**src/rtl/data_memory_arb_pkg.sv**
```systemverilog
// Shared constants for the DataMemory arbiter: FSM state codes and requester indices.
package data_memory_arb_pkg;

    localparam logic [1:0] IDLE   = 2'd0;
    localparam logic [1:0] ACCESS = 2'd1;
    localparam logic [1:0] RESP   = 2'd2;

    localparam int unsigned REQ_CPU    = 0;
    localparam int unsigned REQ_LOADER = 1;

endpackage

```
**src/rtl/rr_arbiter2.sv**
```systemverilog
// Two-way combinational arbiter: round-robin on a tie unless fixed_prio, which favours requester 0.
module rr_arbiter2 (
    input  logic [1:0] req,
    input  logic       last_win,
    input  logic       fixed_prio,
    output logic [1:0] win
);

    always_comb begin
        win = req;
        // last_win is the index of the previous winner, so a tie goes to the other one
        if (req == 2'b11) begin
            win = (fixed_prio || last_win) ? 2'b01 : 2'b10;
        end
    end

endmodule

```
**src/rtl/data_memory_arbiter.sv**
```systemverilog
// Shares the single-port DataMemory between the CPU and loader ports, one 3-cycle transaction
// at a time, and traps out-of-range word addresses.
module data_memory_arbiter
    import data_memory_arb_pkg::*;
#(
    parameter int unsigned DATA_W     = 32,
    parameter int unsigned ADDR_W     = 32,
    parameter int unsigned DEPTH      = 32,
    parameter bit          FIXED_PRIO = 1'b0
) (
    input  logic                     clock,
    input  logic                     reset_n,
    input  logic [1:0]               req,
    input  logic [1:0]               we,
    input  logic signed [ADDR_W-1:0] addr0,
    input  logic signed [ADDR_W-1:0] addr1,
    input  logic [DATA_W-1:0]        wdata0,
    input  logic [DATA_W-1:0]        wdata1,
    output logic [1:0]               gnt,
    output logic [1:0]               done,
    output logic [DATA_W-1:0]        rdata,
    output logic                     err,
    output logic signed [ADDR_W-1:0] mem_address,
    output logic [DATA_W-1:0]        mem_write_data,
    output logic                     mem_write_en,
    input  logic [DATA_W-1:0]        mem_read_data
);

    localparam logic signed [ADDR_W-1:0] MAX_IDX = ADDR_W'(DEPTH - 1);

    logic [1:0]               state_q, state_d;
    logic                     last_win_q;
    logic [1:0]               win_q;
    logic                     we_q;
    logic signed [ADDR_W-1:0] addr_q;
    logic [DATA_W-1:0]        wdata_q;
    logic [DATA_W-1:0]        rdata_q;
    logic                     err_q;
    logic [1:0]               win;
    logic                     pick_loader;
    logic                     in_range;

    rr_arbiter2 u_arb (
        .req        (req),
        .last_win   (last_win_q),
        .fixed_prio (FIXED_PRIO),
        .win        (win)
    );

    assign pick_loader = win[REQ_LOADER];
    // Sign bit clear means non-negative; the upper bound is a signed compare
    assign in_range    = !addr_q[ADDR_W-1] && (addr_q <= MAX_IDX);

    always_comb begin
        state_d = state_q;
        case (state_q)
            IDLE:    if (|req) state_d = ACCESS;
            ACCESS:  state_d = RESP;
            default: state_d = IDLE;
        endcase
    end

    always_ff @(posedge clock or negedge reset_n) begin
        if (!reset_n) begin
            state_q    <= IDLE;
            last_win_q <= 1'b1;
            win_q      <= 2'b00;
            we_q       <= 1'b0;
            addr_q     <= '0;
            wdata_q    <= '0;
            rdata_q    <= '0;
            err_q      <= 1'b0;
        end else begin
            state_q <= state_d;
            if (state_q == IDLE && |req) begin
                win_q   <= win;
                we_q    <= pick_loader ? we[REQ_LOADER] : we[REQ_CPU];
                addr_q  <= pick_loader ? addr1 : addr0;
                wdata_q <= pick_loader ? wdata1 : wdata0;
            end
            if (state_q == ACCESS) begin
                rdata_q    <= (!we_q && in_range) ? mem_read_data : '0;
                err_q      <= !in_range;
                last_win_q <= win_q[REQ_LOADER];
            end
        end
    end

    assign gnt            = (state_q == ACCESS) ? win_q : 2'b00;
    assign done           = (state_q == RESP) ? win_q : 2'b00;
    assign rdata          = rdata_q;
    assign err            = err_q;
    assign mem_address    = addr_q;
    assign mem_write_data = wdata_q;
    assign mem_write_en   = (state_q == ACCESS) && we_q && in_range;

endmodule

```
**config.mk**
```make
export PLATFORM = sky130hd
export DESIGN_NAME = data_memory_arbiter
export DESIGN_NICKNAME = d
export VERILOG_FILES = /design/src/rtl/data_memory_arb_pkg.sv /design/src/rtl/rr_arbiter2.sv /design/src/rtl/data_memory_arbiter.sv
export SDC_FILE = /design/constraint.sdc
export NUM_CORES = 1
export LEC_CHECK = 0
export CORE_UTILIZATION = 40
export CTS_BUF_LIST = sky130_fd_sc_hd__clkbuf_16
export CTS_CLUSTER_SIZE = 14
export DETAILED_ROUTE_END_ITERATION = 10
export PLACE_DENSITY_LB_ADDON = 0.3
export SLEW_MARGIN = 0
export SYNTH_ARGS = -nofsm -noshare
export SYNTH_HDL_FRONTEND = slang
export SYNTH_SLANG_ARGS = --single-unit
```
**constraint.sdc**
```tcl
create_clock -name clock -period 2.5 [get_ports clock]
set_clock_uncertainty 0.2 [all_clocks]
set_input_delay 0.625 -clock clock [delete_from_list [all_inputs] [get_ports clock]]
set_output_delay 0.625 -clock clock [all_outputs]
set_load 0.02 [all_outputs]
```
==> metrics <==
Num CTS Buffers=9; layout cells sized above 1=32.99%; DRT Pass-1 Iters=4; Tightest Pin Transition=0.5462 ns; asr flop ratio synth=100.0%; final wirelength=15030 um; max-slew violation count=0; setup violators final=1; setup ws final=-0.03456 ns; number of flops mapped to enable cells by yosys=0; failing checks=negative setup slack; Post-Syn Area=0.005263 sq mm; chip width=116.7 um; Post-DRT Antenna Nets=0; commonest non-fill, non-tap cell in the layout=clkdlybuf4s50_1; Rows=41; most common flop cell mapped by yosys=dfrtp_1; CP startpoint kind=flop; first-pass GRT wire length=22830 um; Die ar.=0.01362 sq mm; Critical Path Fanout Max=2; total gr overflow=0; vias=4354; vias in the first global route=4566; Reg clk slew, reported paths=0.07 ns; commonest non-fill, non-tap cells in the layout=261 x clkdlybuf4s50_1, 102 x dfrtp_1, 101 x mux2_2; final worst path period share=101.4%; # hold bufs at CTS=0; Required @ worst endpoint=1.67 ns; Pwr Density=977.3 mW/mm^2; Placer Congestion=0.8032; CTS max path bufs=2; dpl ws=-0.1832 ns; Synth Instances=390; status=complete, but fails checks; Net Count, Synth=556; Iter 0 DRT Violations=216; Worst VDD drop=0.0005764 V; Arrival @ worst endpoint=1.71 ns; Min Hold Slack=0.01581 ns; Max Clk Rate=394.5 MHz; Ports=268; Synth Warn #=0; Final nets=846; post-layout min period=2.535 ns; Starting Density=41.37%; max_cap viols=0; RSZ-0062 raised after global routing=yes; Buffers on Ports=267; CTS root buf=clkbuf_16; crit path capture type=primary output; WL/cell=17.54 um; pin count of the biggest net entering global routing=49; number of synthesized register bits=103; antenna violations before repair=0; total track usage=22.29%; Seq/Total Area, Yosys=49.00%; post-layout util=67.83%; Post-DP HPWL=11390 um; # diodes=0; fill cell count=995; Hold Fails Final Rpt=0; vias per cell=5.081; Non-Filler Instances=857; Core ar.=0.01272 sq mm; Final TNS setup=-0.03456 ns; Layout area overhead=63.98%; die height=116.7 um; clk sinks=103; htree depth=3; P_leak=3.536 nW; placed cells=841; number of remaining DRC errors=0; Setup CP Type=flop to primary output; hold crit path type=input pin to asynchronous set/reset pin; relative max-transition margin=63.58%; CTS tree=done; Avg Cell Area, Syn=13.49 sq um; Synth cell types=34; Skew-Pair Late Insertion Delay=0.34 ns
## registers in the layout (all words and copies together), names as in the netlist
name / cells
rdata: 32
mem_address: 32
last_win_q: 1
state_q: 2
we_q: 1
mem_write_data: 32
win_q: 2
err: 1
## per-layer routing
metal  share of wire, %  track usage, %  routed length [um]  up-vias
met5                  0               0                   0        -
met4                3.2           11.14                 480        0
met2                 51           39.41                7729      187
met1                 38           25.00                5770     2115
met3                7.0           5.501                1054       31
li1                   -               -                   -     2021
## logic make-up (layout without fill, tap and decap cells)
family,after synthesis,in the layout,synth area share (%)
flops,103,103,49.00
simple gates,82,82,8.726
buf+inv,36,331,4.184
mux,130,130,29.70
compound gates,39,39,8.393
## worst max-delay path: stages, from the launching register on
cell and delay (ns):
dfrtp_1 0.41, nor4_4 0.31, nand4_2 0.16, nor4_2 0.28, buf_4 0.19
## metrics by stage
step / cell area [sq um] / power [mW]
floorplan: 5269 / 4.966
global placement: 8363 / 7.145
detailed placement: 8363 / 7.242
CTS: 8610 / 8.508
global route: 8630 / 8.875
finish: 8630 / 8.434
## cells in the mapped netlist, drive strengths merged (2+ instances only)
cell / instances / area, sq um
mux2: 128 / 1543
dfrtp: 102 / 2552
nand2: 35 / 131.4
nand4: 33 / 212.7
o31ai: 32 / 390.4
buf: 27 / 186.4
nor4: 7 / 71.31
clkbuf: 6 / 22.52
a21oi: 2 / 10.01
inv: 2 / 7.500
mux2i: 2 / 20.02
nor2: 2 / 10.01
## path summary, 6_finish.rpt
path                                 endpoint  cells past startpoint       startpoint  slack (ns)
min in group clock                  rdata[23]                      2        rdata[23]        0.28
min reg2reg                         rdata[23]                      2        rdata[23]        0.28
max reg2reg                               err                      4  mem_address[24]        0.56
max                              mem_write_en                      4  mem_address[24]       -0.03
max in group asynchronous  mem_write_data[29]                      2          reset_n        1.38
min                                 rdata[17]                      1          reset_n        0.02
## power by group
part           internal [mW]  switching, mW  total, mW  leakage (nW)
Combinational           2.47           2.08       4.55          2.12
Sequential              2.27          0.378       2.64          1.27
Clock                  0.651          0.589       1.24         0.141
Total                   5.38           3.05       8.43          3.54
## final cells by class
type                            count  area [sq um]  share of cell area, %
Sequential cell                   103          2579                  29.88
Inverter                            3         11.26                 0.1305
Multi-Input combinational cell    251          2502                  29.00
Timing Repair Buffer              312          3070                  35.58
Tap cell                          172         215.2                  2.494
Clock buffer                        9         225.2                  2.610
Clock inverter                      7         26.28                 0.3045
## timing repair
item	4_1_cts	5_1_grt
gates cloned	0	0
endpoints found under the setup margin	3	3
gates resized for setup	8	4
buffers inserted	0	0
Power figures use the tool's default switching activity.
